--- src/rtl/cpu_pkg.sv ---
// Shared CPU package: default writeback geometry, the null destination tag and
// the source-select encoding for the MEM/WB main stage.
package cpu_pkg;

  localparam int unsigned WB_LANES_DEF = 4;
  localparam int unsigned WB_DW_DEF    = 16;
  localparam int unsigned WB_TW_DEF    = 5;
  localparam int unsigned TAG_NONE     = 0;
  localparam logic [15:0] STALL_MAX    = 16'hFFFF;

  typedef enum logic [1:0] {
    SRC_HOLD  = 2'd0,
    SRC_INPUT = 2'd1,
    SRC_SKID  = 2'd2,
    SRC_CLEAR = 2'd3
  } wb_src_e;

  function automatic logic [15:0] sat_inc16(input logic [15:0] v);
    return (v == STALL_MAX) ? v : v + 16'd1;
  endfunction

endpackage

--- src/rtl/wb_lane_reg.sv ---
// One writeback lane slot holding valid/data/tag. Flush and clear only drop the
// valid bit; the payload registers keep their contents until the next load.
module wb_lane_reg #(
  parameter int unsigned DW = 16,
  parameter int unsigned TW = 5
) (
  input  logic          clk,
  input  logic          rst,
  input  logic          flush_i,
  input  logic          load_i,
  input  logic          clear_i,
  input  logic          valid_i,
  input  logic [DW-1:0] data_i,
  input  logic [TW-1:0] tag_i,
  output logic          valid_o,
  output logic [DW-1:0] data_o,
  output logic [TW-1:0] tag_o
);

  logic          valid_q, valid_d;
  logic [DW-1:0] data_q, data_d;
  logic [TW-1:0] tag_q, tag_d;

  // Next-state selection: flush beats load, load beats clear.
  always_comb begin
    valid_d = valid_q;
    data_d  = data_q;
    tag_d   = tag_q;
    if (flush_i) begin
      valid_d = 1'b0;
    end else if (load_i) begin
      valid_d = valid_i;
      data_d  = data_i;
      tag_d   = tag_i;
    end else if (clear_i) begin
      valid_d = 1'b0;
    end else begin
      valid_d = valid_q;
    end
  end

  // Lane state register.
  always_ff @(posedge clk or posedge rst) begin
    if (rst) begin
      valid_q <= 1'b0;
      data_q  <= '0;
      tag_q   <= '0;
    end else begin
      valid_q <= valid_d;
      data_q  <= data_d;
      tag_q   <= tag_d;
    end
  end

  assign valid_o = valid_q;
  assign data_o  = data_q;
  assign tag_o   = tag_q;

endmodule

--- src/rtl/mem_wb_pipe.sv ---
// MEM->WB pipeline register: null-tag lane masking, flush, saturating stall counter.
// Define MEM_WB_SKID_EN to add a skid stage so in_ready comes straight from a flop.
module mem_wb_pipe
  import cpu_pkg::*;
#(
  parameter int unsigned LANES = WB_LANES_DEF,
  parameter int unsigned DW    = WB_DW_DEF,
  parameter int unsigned TW    = WB_TW_DEF
) (
  input  logic                clk,
  input  logic                rst,
  input  logic [LANES-1:0]    in_valid,
  input  logic [LANES*DW-1:0] in_data,
  input  logic [LANES*TW-1:0] in_tag,
  output logic                in_ready,
  input  logic                flush,
  input  logic                out_ready,
  output logic [LANES-1:0]    out_valid,
  output logic [LANES*DW-1:0] out_data,
  output logic [LANES*TW-1:0] out_tag,
  output logic [15:0]         stall_cnt
);

  logic [LANES-1:0]    keep_s;
  logic                push_s;
  logic                pop_s;
  logic                main_full_s;
  logic                main_load_s;
  logic                main_clear_s;
  wb_src_e             main_src_s;
  logic [LANES-1:0]    main_vin_s;
  logic [LANES*DW-1:0] main_din_s;
  logic [LANES*TW-1:0] main_tin_s;
  logic [15:0]         stall_q, stall_d;

  for (genvar i = 0; i < LANES; i++) begin : g_keep
    assign keep_s[i] = in_valid[i] && (in_tag[i*TW +: TW] != TW'(TAG_NONE));
  end

  assign main_full_s  = |out_valid;
  assign pop_s        = out_ready && main_full_s;
  assign push_s       = in_ready && (|in_valid);
  assign main_load_s  = (main_src_s == SRC_INPUT) || (main_src_s == SRC_SKID);
  assign main_clear_s = (main_src_s == SRC_CLEAR);

`ifdef MEM_WB_SKID_EN
  logic [LANES-1:0]    skid_valid_s;
  logic [LANES*DW-1:0] skid_data_s;
  logic [LANES*TW-1:0] skid_tag_s;
  logic                skid_full_s;
  logic                skid_load_s;
  logic                skid_clear_s;
  logic                in_ready_q, in_ready_d;

  assign skid_full_s  = |skid_valid_s;
  assign skid_load_s  = !flush && push_s && main_full_s && !pop_s;
  assign skid_clear_s = !flush && pop_s && skid_full_s;
  assign in_ready     = in_ready_q;

  // Main stage refills from the skid first so older groups always leave first.
  always_comb begin
    main_src_s = SRC_HOLD;
    if (flush) begin
      main_src_s = SRC_HOLD;
    end else if (pop_s && skid_full_s) begin
      main_src_s = SRC_SKID;
    end else if (push_s && (!main_full_s || pop_s)) begin
      main_src_s = SRC_INPUT;
    end else if (pop_s) begin
      main_src_s = SRC_CLEAR;
    end else begin
      main_src_s = SRC_HOLD;
    end
  end

  // in_ready tracks "skid will be empty"; a fully masked group never occupies it.
  always_comb begin
    in_ready_d = in_ready_q;
    if (flush) begin
      in_ready_d = 1'b1;
    end else if (skid_load_s) begin
      in_ready_d = !(|keep_s);
    end else if (skid_clear_s) begin
      in_ready_d = 1'b1;
    end else begin
      in_ready_d = in_ready_q;
    end
  end

  // Registered ready flag.
  always_ff @(posedge clk or posedge rst) begin
    if (rst) begin
      in_ready_q <= 1'b1;
    end else begin
      in_ready_q <= in_ready_d;
    end
  end

  assign main_vin_s = (main_src_s == SRC_SKID) ? skid_valid_s : keep_s;
  assign main_din_s = (main_src_s == SRC_SKID) ? skid_data_s  : in_data;
  assign main_tin_s = (main_src_s == SRC_SKID) ? skid_tag_s   : in_tag;

  for (genvar i = 0; i < LANES; i++) begin : g_skid
    wb_lane_reg #(.DW(DW), .TW(TW)) u_lane (
      .clk     (clk),
      .rst     (rst),
      .flush_i (flush),
      .load_i  (skid_load_s),
      .clear_i (skid_clear_s),
      .valid_i (keep_s[i]),
      .data_i  (in_data[i*DW +: DW]),
      .tag_i   (in_tag[i*TW +: TW]),
      .valid_o (skid_valid_s[i]),
      .data_o  (skid_data_s[i*DW +: DW]),
      .tag_o   (skid_tag_s[i*TW +: TW])
    );
  end
`else
  assign in_ready = !main_full_s || out_ready;

  // Single stage: a push always lands in main, replacing a group that pops this cycle.
  always_comb begin
    main_src_s = SRC_HOLD;
    if (flush) begin
      main_src_s = SRC_HOLD;
    end else if (push_s) begin
      main_src_s = SRC_INPUT;
    end else if (pop_s) begin
      main_src_s = SRC_CLEAR;
    end else begin
      main_src_s = SRC_HOLD;
    end
  end

  assign main_vin_s = keep_s;
  assign main_din_s = in_data;
  assign main_tin_s = in_tag;
`endif

  for (genvar i = 0; i < LANES; i++) begin : g_main
    wb_lane_reg #(.DW(DW), .TW(TW)) u_lane (
      .clk     (clk),
      .rst     (rst),
      .flush_i (flush),
      .load_i  (main_load_s),
      .clear_i (main_clear_s),
      .valid_i (main_vin_s[i]),
      .data_i  (main_din_s[i*DW +: DW]),
      .tag_i   (main_tin_s[i*TW +: TW]),
      .valid_o (out_valid[i]),
      .data_o  (out_data[i*DW +: DW]),
      .tag_o   (out_tag[i*TW +: TW])
    );
  end

  // Stall counter next state; a flush cycle is not counted as a stall.
  always_comb begin
    stall_d = stall_q;
    if (main_full_s && !out_ready && !flush) begin
      stall_d = sat_inc16(stall_q);
    end else begin
      stall_d = stall_q;
    end
  end

  // Stall counter register.
  always_ff @(posedge clk or posedge rst) begin
    if (rst) begin
      stall_q <= 16'd0;
    end else begin
      stall_q <= stall_d;
    end
  end

  assign stall_cnt = stall_q;

endmodule

--- config.mk ---
export PLATFORM = sky130hd
export DESIGN_NAME = mem_wb_pipe
export DESIGN_NICKNAME = d
export VERILOG_FILES = /design/src/rtl/cpu_pkg.sv /design/src/rtl/wb_lane_reg.sv /design/src/rtl/mem_wb_pipe.sv
export SDC_FILE = /design/constraint.sdc
export NUM_CORES = 1
export LEC_CHECK = 0
export ABC_AREA = 1
export BUFFER_PORTS_ARGS = -buffer_cell sky130_fd_sc_hd__buf_4
export CORE_AREA = 2 2 99 101
export CTS_BUF_LIST = sky130_fd_sc_hd__clkbuf_8
export CTS_CLUSTER_DIAMETER = 150
export DETAILED_ROUTE_END_ITERATION = 10
export DIE_AREA = 0 0 101 103
export GPL_ROUTABILITY_DRIVEN = 0
export GPL_TIMING_DRIVEN = 0
export HOLD_SLACK_MARGIN = 0.12
export MAX_ROUTING_LAYER = met4
export PLACE_DENSITY = 0.91
export SYNTH_ARGS = -nofsm -noshare
export SYNTH_HDL_FRONTEND = slang
export SYNTH_SLANG_ARGS = --single-unit
--- constraint.sdc ---
create_clock -name clk -period 3.5 [get_ports clk]
set_input_delay 0 -clock clk [delete_from_list [all_inputs] [get_ports clk]]
set_output_delay 0 -clock clk [all_outputs]
set_load 0.05 [all_outputs]
==> flow_summary.json, run 1 <==
{
  "die_h_um": 103,
  "crit_top_cell": "nor2_4",
  "numPortBuffers": 196,
  "worstHoldPathType": "primary input to flip-flop",
  "insertion_delay_ns": 0.37,
  "numCtsBuffers": 9,
  "overflow": 0,
  "initial_core_util_pct": 47.66,
  "cts_sinks": 104,
  "whs_ns": 0.1521,
  "worst_slew_pin_slew_ns": 0.6230,
  "ir_drop_mv": 0.3124,
  "grt.total_usage_pct": 30.36,
  "worst-path-buf-inv": 2,
  "finalWirelength_um": 15350,
  "drive_gt1_share_pct": 29.24,
  "grt_pass1_wl_um": 23720,
  "synth_area_leaders": "dfrtp_1 58%, nand2_1 27%, o21ai_0 2.1%",
  "synthFlopType": "dfrtp_1",
  "start_kind": "flip-flop",
  "dpl-instance-area_mm2": 0.006152,
  "grt_pass1_vias": 5042,
  "vias": 4962,
  "ys_warn_count": 0,
  "ys_async_sr_fraction_pct": 100.0,
  "fin_crit_sh_pct": 48.70,
  "grt_max_degree": 58,
  "synthesis.nets": 645,
  "ant_nets": 0,
  "fin_util_pct": 77.05,
  "wl_per_cell_um": 15.81,
  "cp.arrival_ns": 1.97,
  "clkTransAtPathRegs_ns": 0.10,
  "clockBufferDepth": 2,
  "cp_slowest_stage_delay_ns": 0.43,
  "io_pins": 197,
  "post-synth-top-count-cell": "nand2_1",
  "post_cts_buffers": 0,
  "relSlewSlack_pct": 58.47,
  "synthTopCellsByCount": "320 x nand2_1, 104 x dfrtp_1, 25 x inv_1",
  "core_area_mm2": 0.009459,
  "outcome": "finished clean",
  "synth_top_cell_area_share_pct": 57.73,
  "drc": 0,
  "yosysTopAreaCell": "dfrtp_1",
  "h-tree-depth": 3,
  "root_buffer": "clkbuf_8",
  "cellLeakagePower_nw": 3.959,
  "ctsResizeCount": 0,
  "postSynthAreaPerCell_um2": 8.167,
  "antenna_found_initial": 2,
  "ys_seq_area_share_pct": 57.73,
  "slew_viol_final": 0,
  "hpwl_um": 9204,
  "rsz0062_at_grt": "false",
  "tritoncts": "built",
  "cp_slowest_cell": "dfrtp_1",
  "crit_path_end_kind": "flip-flop",
  "fp.dieW_um": 101,
  "layout_min_cycle_time_ns": 1.705,
  "nets": 944,
  "skew_ns": 0.01884,
  "maxCapViolCount": 0,
  "critical-path-top-delay-family": "simple AND/OR/NAND/NOR gates",
  "drt-pass1-iter-count": 5,
  "drt-initial-drc-count": 200,
  "hold_buffers": 91,
  "worstPathMaxFanout": 10,
  "syn_area_mm2": 0.004508,
  "hold_viol": 0,
  "vias_per_cell": 5.110,
  "required_ns": 3.76,
  "syn2layout_area_growth_pct": 61.67,
  "setup_viol": 0,
  "fmax_mhz": 586.7,
  "crit_path_cell_trace": "ha_1 -> inv_1 -> nor2_4 -> nand2_2 -> nor2_4 -> nor2_4 -> buf_6 -> nand2_1 -> o21ai_2",
  "synth_edf_count": 0,
  "power_per_cell_area_mw_per_mm2": 599.9,
  "synth_cells": 552,
  "fillers": 590,
  "ys_seq_elements": 104,
  "ys_types": 20,
  "die_area_mm2": 0.01040,
  "design_area_mm2": 0.007288,
  "row_count": 36,
  "path_class": "flip-flop to flip-flop"
}
==> area by class of cell <==
type / instances / area (µm²) / share of cell area [%]
clock buffers: 11 / 151.4 / 2.077
plain buffers: 24 / 157.7 / 2.163
multi-input cells: 397 / 1645 / 22.58
diodes: 2 / 5.005 / 0.06867
repair buffers: 288 / 2410 / 33.06
clock inverters: 4 / 68.82 / 0.9442
inverters: 27 / 105.1 / 1.442
flip-flops and latches: 104 / 2603 / 35.71
well taps: 114 / 142.6 / 1.957
==> metal layers <==
metal | global-route usage, % | up-vias | wire, µm
li1 | - | 2271 | -
met1 | 32.79 | 2352 | 5620
met2 | 52.10 | 270 | 7930
met3 | 6.034 | 69 | 1047
met4 | 17.88 | 0 | 752
met5 | - | - | 0
==> path summary, 6_finish.rpt <==
check                           slack [ns]                   startpoint  cells past startpoint                          end
worst max-delay path                  1.80                 stall_cnt[0]                      9                 stall_cnt[6]
worst min-delay path                  0.15                    out_ready                      6                stall_cnt[12]
worst max register to register        1.80                 stall_cnt[0]                      9                 stall_cnt[6]
worst min register to register        0.49  g_main[1].u_lane.data_o[15]                      2  g_main[1].u_lane.data_o[15]
max in group asynchronous             2.49                          rst                      4   g_main[0].u_lane.data_o[4]
min in group asynchronous             0.29                          rst                      3                stall_cnt[13]
==> worst register-to-register path: cells and delay by family, from the launching register on <==
kind / cells / cell delay, ns
AOI/OAI and AO/OA: 1 / 0.06
adders and majority gates: 1 / 0.27
buffers and inverters: 2 / 0.25
and+or+nand+nor: 5 / 0.59
DFF: 1 / 0.43
==> power breakdown <==
group,internal (mW),switching [mW]
combinational,0.597,1.31
clock,0.435,0.402
sequential,1.43,0.197
total,2.46,1.91
==> through the flow <==
step	setup TNS [ns]	power (mW)	setup WS, ns	std cells
after detailed placement	0	3.423	1.829	863
after CTS	0	4.333	1.796	969
after floorplan	0	2.799	0.7678	552
after global routing	0	4.545	1.654	971
final	0	4.373	1.796	971
after global placement	-33.26	3.366	-0.3253	862
==> placed cells by master, fill, tap and decap left out, types with 2 or more instances in the layout <==
cell,instances
buf_2,12
bufinv_16,2
nand3_1,11
nand2_2,3
o21ai_2,6
inv_1,25
clkbuf_1,3
xor2_1,4
diode_2,2
dfrtp_1,104
buf_4,200
nor2_1,22
buf_6,5
nor2_4,4
nand2_1,320
dlygate4sd3_1,91
nand4_1,5
clkbuf_8,11
clkinv_2,2
o21ai_0,19
==> cells by family (layout without fill, tap and decap cells) <==
group,Yosys count,count (layout),synth area share [%]
XOR/XNOR,4,4,0.7771
flip-flops,104,104,57.73
AO/OA/AOI/OAI,25,25,3.275
buffers and inverters,51,354,5.773
AND/OR/NAND/NOR,367,367,32.17
adder cells (fa/ha/maj),1,1,0.2775
other,0,2,0
==> flip-flops by register name (all words and copies together) (netlist names) <==
name,flops
g_main.u_lane.data_o,64
g_main.u_lane.tag_o,20
g_main.u_lane.valid_o,4
stall_cnt,16
Power figures use the tool's default switching activity.
==> inputs of run 2 (changes only) <==
- ABC_AREA: 1 -> 0
- CORE_AREA: 2 2 99 101 -> 2 2 104 106
- DIE_AREA: 0 0 101 103 -> 0 0 106 108
- PLACE_DENSITY: 0.91 -> 0.87
- clock period: 3.5 -> 1.5 ns (I/O delays scaled with it)
==> flow_summary.json, run 2 <==
{
  "ys_seq_elements": 104,
  "synth_edf_count": 0,
  "synth_cells": 276,
  "numPortBuffers": 196,
  "worst_slew_pin_slew_ns": 0.4566,
  "p_total_mw": 10.42,
  "setup_viol": 100,
  "crit_path_cell_trace": "nor4_4 -> or2_4 -> nand2b_4 -> nor2_4 -> buf_12 -> buf_12 -> mux2_4",
  "worstPathMaxFanout": 10,
  "antenna_found_initial": 1,
  "setup_slack_ns": -0.4523,
  "cp_slowest_stage_delay_ns": 0.43,
  "required_ns": 1.74,
  "ir_drop_mv": 0.7976,
  "tritoncts": "built",
  "cp.arrival_ns": 2.20,
  "vias": 3615,
  "start_kind": "flip-flop",
  "hpwl_um": 8255,
  "worstHoldPathType": "primary input to async pin",
  "row_count": 37,
  "crit_top_cell": "buf_12",
  "slew_viol_final": 0,
  "clockBufferDepth": 2,
  "grt_pass1_wl_um": 20310,
  "h-tree-depth": 3,
  "cp_slowest_cell": "dfrtp_1",
  "ant_nets": 0,
  "insertion_delay_ns": 0.36,
  "fin_crit_sh_pct": 130.2,
  "synthesis.nets": 369,
  "postSynthAreaPerCell_um2": 16.11,
  "skew_ns": 0.01097,
  "rsz0062_at_grt": "true",
  "ys_warn_count": 0,
  "mostFrequentLayoutCells": "218 x buf_4, 94 x dfrtp_1, 91 x dlygate4sd3_1, 74 x mux2_4, 11 x clkbuf_8",
  "synth_top_cell_area_share_pct": 58.53,
  "cts_sinks": 104,
  "hold_viol": 0,
  "design_area_mm2": 0.007725,
  "drt-initial-drc-count": 122,
  "grt_max_degree": 45,
  "whs_ns": 0.2329,
  "wl_per_cell_um": 18.08,
  "path_class": "flip-flop to flip-flop",
  "numCtsBuffers": 9,
  "synthTopCellsByCount": "104 x dfrtp_1, 60 x mux2_4, 13 x mux2_2, 13 x nand2_1",
  "crit_path_end_kind": "flip-flop",
  "ff2ff_path_depth": 7,
  "synthFlopType": "dfrtp_1",
  "io_pins": 197,
  "relSlewSlack_pct": 69.28,
  "maxCapViolCount": 0,
  "die_h_um": 108,
  "fp.dieW_um": 106,
  "die_area_mm2": 0.01145,
  "vias_per_cell": 4.885,
  "overflow": 0,
  "root_buffer": "clkbuf_8",
  "clkTransAtPathRegs_ns": 0.09,
  "ys_seq_area_share_pct": 58.53,
  "violations": "negative setup slack",
  "r2r-end": "g_main[1].u_lane.tag_o[2]",
  "fillers": 599,
  "nets": 690,
  "synth_area_leaders": "dfrtp_1 59%, mux2_4 20%, mux2_2 3.3%",
  "ys_async_sr_fraction_pct": 100.0,
  "fmax_mhz": 512.2,
  "layout_min_cycle_time_ns": 1.952,
  "post-synth-top-count-cell": "dfrtp_1",
  "drc": 0,
  "grt.total_usage_pct": 23.88,
  "core_area_mm2": 0.01023,
  "ys_types": 29,
  "outcome": "finished, violations left",
  "drive_gt1_share_pct": 60.96,
  "syn2layout_area_growth_pct": 73.72,
  "syn_area_mm2": 0.004447,
  "largest_reg_flops": 64,
  "yosysTopAreaCell": "dfrtp_1",
  "dpl-instance-area_mm2": 0.006195,
  "initial_core_util_pct": 43.46,
  "post-place-ws_ns": -0.5499,
  "cellLeakagePower_nw": 3.776,
  "layout_commonest_cell": "buf_4",
  "drt-pass1-iter-count": 4,
  "grt_pass1_vias": 3963,
  "r2r_setup_slack_ns": -0.45,
  "power_per_cell_area_mw_per_mm2": 1349,
  "r2r_start": "g_main[1].u_lane.valid_o",
  "finalWirelength_um": 13380
}
run 2: changes by cell type after synthesis, sizes merged, moves of 3 or more:
cell	previous run	this run
and4	0	3
nand2	323	13
buf	21	13
nor2	27	3
and2	0	3
and3	0	3
inv	26	1
xnor2	0	12
nand3	12	7
or4	0	4
o21ai	25	9
mux2	0	85
run 2: worst max-delay path: cells and delay by family (launching register included):
kind          cells  cell delay, ns
mux               1            0.31
buf+inv           2            0.34
simple gates      4            0.74
flops             1            0.43
run 2: how the worst max path moves through the flow:
| stage | from | endpoint | slack, ns | cells past startpoint |
|---|---|---|---|---|
| CTS | g_main[1].u_lane.valid_o | g_main[1].u_lane.tag_o[2] | -0.40 | 7 |
| finish | g_main[1].u_lane.valid_o | g_main[1].u_lane.tag_o[2] | -0.45 | 7 |
| global placement | rst | stall_cnt[4] | -0.49 | 2 |
| global route | g_main[1].u_lane.valid_o | g_main[1].u_lane.tag_o[3] | -0.53 | 7 |
| detailed placement | g_main[2].u_lane.valid_o | g_main[1].u_lane.tag_o[3] | -0.55 | 7 |
| floorplan | g_main[2].u_lane.valid_o | g_main[0].u_lane.data_o[0] | -0.41 | 7 |
run 2: per-stage QoR:
stage,std cells,TNS (ns),util (%)
2_1_floorplan,276,-34.84,-
3_3_place_gp,608,-72.22,60.16
3_5_place_dp,610,-45.02,60.55
4_1_cts,730,-31.45,73.82
5_1_grt,739,-44.19,75.48
6_report,740,-36.38,75.50
run 2: power by group:
part	leakage (nW)	internal, mW	switching, mW
combinational	2.41	1.87	2.69
sequential	1.24	3.32	0.380
clock	0.126	1.20	0.957
total	3.78	6.39	4.03
run 2: logic make-up (layout without fill, tap and decap cells):
logic type               Yosys count  after routing  share of synthesized area [%]
buffers and inverters             15            341                          4.333
AND/OR/NAND/NOR                   47             47                          6.331
flip-flops                       104            104                          58.53
adder cells (fa/ha/maj)            1              1                         0.2813
AO/OA/AOI/OAI                     10             10                          1.182
XOR/XNOR                          14             14                          2.758
other                              0              2                              0
multiplexers                      85             85                          26.59
run 2: layout make-up:
cell class                      instances  area, µm²  area share (%)
Antenna cell                            2      5.005         0.06479
Buffer                                 13      205.2           2.656
Clock buffer                           11      151.4           1.960
Clock inverter                          5      102.6           1.328
Inverter                                1      7.507         0.09718
Multi-Input combinational cell        157       1858           24.05
Sequential cell                       104       2615           33.85
Tap cell                              136      170.2           2.203
Timing Repair Buffer                  311       2610           33.79
run 2: timing repair:
item	in CTS	in global routing
buffers inserted	13	9
hold endpoints to repair	156	0
cloned	1	0
gates resized for setup	29	23
hold buffers	91	0
pin swaps	14	13
endpoints found under the setup margin	98	101
run 2: metal layers:
layer / GRT usage, % / vias up / share of wire, %
met1: 26.19 / 1820 / 37
met3: 3.737 / 31 / 4.5
met2: 43.50 / 148 / 56
met5: - / - / 0
li1: - / 1616 / -
met4: 9.774 / 0 / 2.7
==> inputs of run 3 (changes only) <==
--- a/constraint.sdc
+++ b/constraint.sdc
@@ -3,2 +3,2 @@
 set_output_delay 0 -clock clk [all_outputs]
-set_load 0.05 [all_outputs]
+set_load 0.005 [all_outputs]
==> flow_summary.json, run 3 (synthesis results as in run 2) <==
{
  "met3_length_um": 612,
  "post-place-ws_ns": -0.4652,
  "skew_ns": 0.009582,
  "cellLeakagePower_nw": 3.758,
  "worstPathMaxFanout": 5,
  "design_area_mm2": 0.007696,
  "whs_path_depth": 6,
  "row_count": 37,
  "top_layer_used": "met4",
  "clockBufferDepth": 2,
  "r2r_start": "g_main[1].u_lane.valid_o",
  "numPortBuffers": 196,
  "insertion_delay_ns": 0.36,
  "finalWirelength_um": 13740,
  "h-tree-depth": 3,
  "path_class": "flip-flop to flip-flop",
  "setup_slack_ns": -0.4884,
  "vias": 3555,
  "violations": "negative setup slack",
  "worst_slew_pin_slew_ns": 0.8728,
  "cts_sinks": 104,
  "start_kind": "flip-flop",
  "drive_gt1_share_pct": 59.30,
  "fin_util_pct": 75.22,
  "root_buffer": "clkbuf_8",
  "outcome": "finished, violations left",
  "io_pins": 197,
  "mostFrequentLayoutCells": "210 x buf_4, 102 x dfrtp_1, 91 x dlygate4sd3_1, 66 x mux2_4, 12 x mux2_2",
  "fin_crit_sh_pct": 132.6,
  "wl_per_cell_um": 18.62,
  "initial_core_util_pct": 43.46,
  "drt-pass1-iter-count": 4,
  "drc": 0,
  "r2r_setup_slack_ns": -0.49,
  "die_h_um": 108,
  "tritoncts": "built",
  "setup_viol": 99,
  "fillers": 595,
  "grt_pass1_wl_um": 20000,
  "rsz0062_at_grt": "true",
  "clkTransAtPathRegs_ns": 0.09,
  "slew_viol_final": 0,
  "numCtsBuffers": 9,
  "drt-initial-drc-count": 128,
  "vias_per_cell": 4.817,
  "crit_path_end_kind": "flip-flop",
  "layout_commonest_cell": "buf_4",
  "layout_min_cycle_time_ns": 1.988,
  "maxCapViolCount": 0,
  "ir_drop_mv": 0.6371,
  "p_total_mw": 7.936,
  "hold_viol": 0,
  "power_per_cell_area_mw_per_mm2": 1031,
  "grt.total_usage_pct": 23.62,
  "worstHoldPathType": "primary input to flip-flop",
  "dpl-instance-area_mm2": 0.006142,
  "wl_met1_um": 5335,
  "grt_max_degree": 40,
  "ff2ff_path_depth": 8,
  "required_ns": 1.75,
  "nets": 692,
  "startpoint": "g_main[1].u_lane.valid_o",
  "fmax_mhz": 502.9,
  "core_area_mm2": 0.01023,
  "whs_ns": 0.2967,
  "relSlewSlack_pct": 41.69,
  "die_area_mm2": 0.01145,
  "setup.worst_path.end": "g_main[0].u_lane.data_o[2]",
  "hpwl_um": 7976,
  "wl_met2_um": 7461,
  "fp.dieW_um": 106,
  "r2r-end": "g_main[0].u_lane.data_o[2]",
  "syn2layout_area_growth_pct": 73.07,
  "num_antenna_cells": 0,
  "cp.arrival_ns": 2.24,
  "ant_nets": 0,
  "antenna_found_initial": 0,
  "largest_reg_flops": 64,
  "overflow": 0,
  "grt_pass1_vias": 3895
}
run 3: changes by cell type in the layout (fill, tap and decap cells not counted), sizes merged:
cell,previous run,this run
clkbuf,11,15
buf,233,230
bufinv,3,0
inv,0,3
diode,2,0
clkinvlp,2,1
run 3: through the flow:
step / TNS, ns / std cells
5_1_grt: -49.45 / 738
4_1_cts: -31.15 / 730
2_1_floorplan: -23.00 / 276
3_5_place_dp: -38.20 / 610
3_3_place_gp: -70.87 / 608
6_report: -39.10 / 738
run 3: worst min path at each step:
| stage | startpoint | end | slack (ns) |
|---|---|---|---|
| after global routing | out_ready | g_main[3].u_lane.valid_o | 0.30 |
| after global placement | in_data[47] | g_main[2].u_lane.data_o[15] | 0.22 |
| final | out_ready | g_main[3].u_lane.valid_o | 0.30 |
| after floorplan | out_ready | in_ready | 0.11 |
| after detailed placement | rst | g_main[0].u_lane.data_o[5] | 0.22 |
| after CTS | out_ready | g_main[3].u_lane.valid_o | 0.21 |
run 3: cell type report:
class,instances,area [µm²],share of cell area [%]
tap,136,170.2,2.211
timing repair buffer,315,2780,36.12
sequential,104,2605,33.85
clock inverter,4,16.27,0.2113
inverter,1,7.507,0.09755
clock buffer,10,137.6,1.788
buffer,11,170.2,2.211
multi-input combinational,157,1809,23.51
run 3: per-layer routing:
layer  up-vias  track usage, %
met2       137           41.71
met5         -               -
met3        34           4.521
met4         0           10.53
li1       1614               -
met1      1770           26.14
run 3: where the power goes:
| group | total [mW] | internal [mW] | switching, mW |
|---|---|---|---|
| combinational | 2.75 | 1.85 | 0.899 |
| clock | 1.50 | 0.613 | 0.891 |
| sequential | 3.68 | 3.31 | 0.369 |
run 3: what timing repair did:
| action | in CTS | in global routing |
|---|---|---|
| gates cloned | 2 | 5 |
| hold endpoints to repair | 132 | 0 |
| resized for setup | 23 | 31 |
| pin swaps | 10 | 19 |
| endpoints found under the setup margin | 97 | 99 |
| buffers inserted | 15 | 5 |
| hold buffers | 91 | 0 |
run 3: worst max-delay path: stages (launching register included):
cell and delay (ns):
dfrtp_1 0.44, nor4_4 0.33, or2_4 0.18, nand2b_4 0.07, nor2_4 0.13, buf_12 0.13
buf_12 0.14, clkbuf_16 0.16, mux2_4 0.30
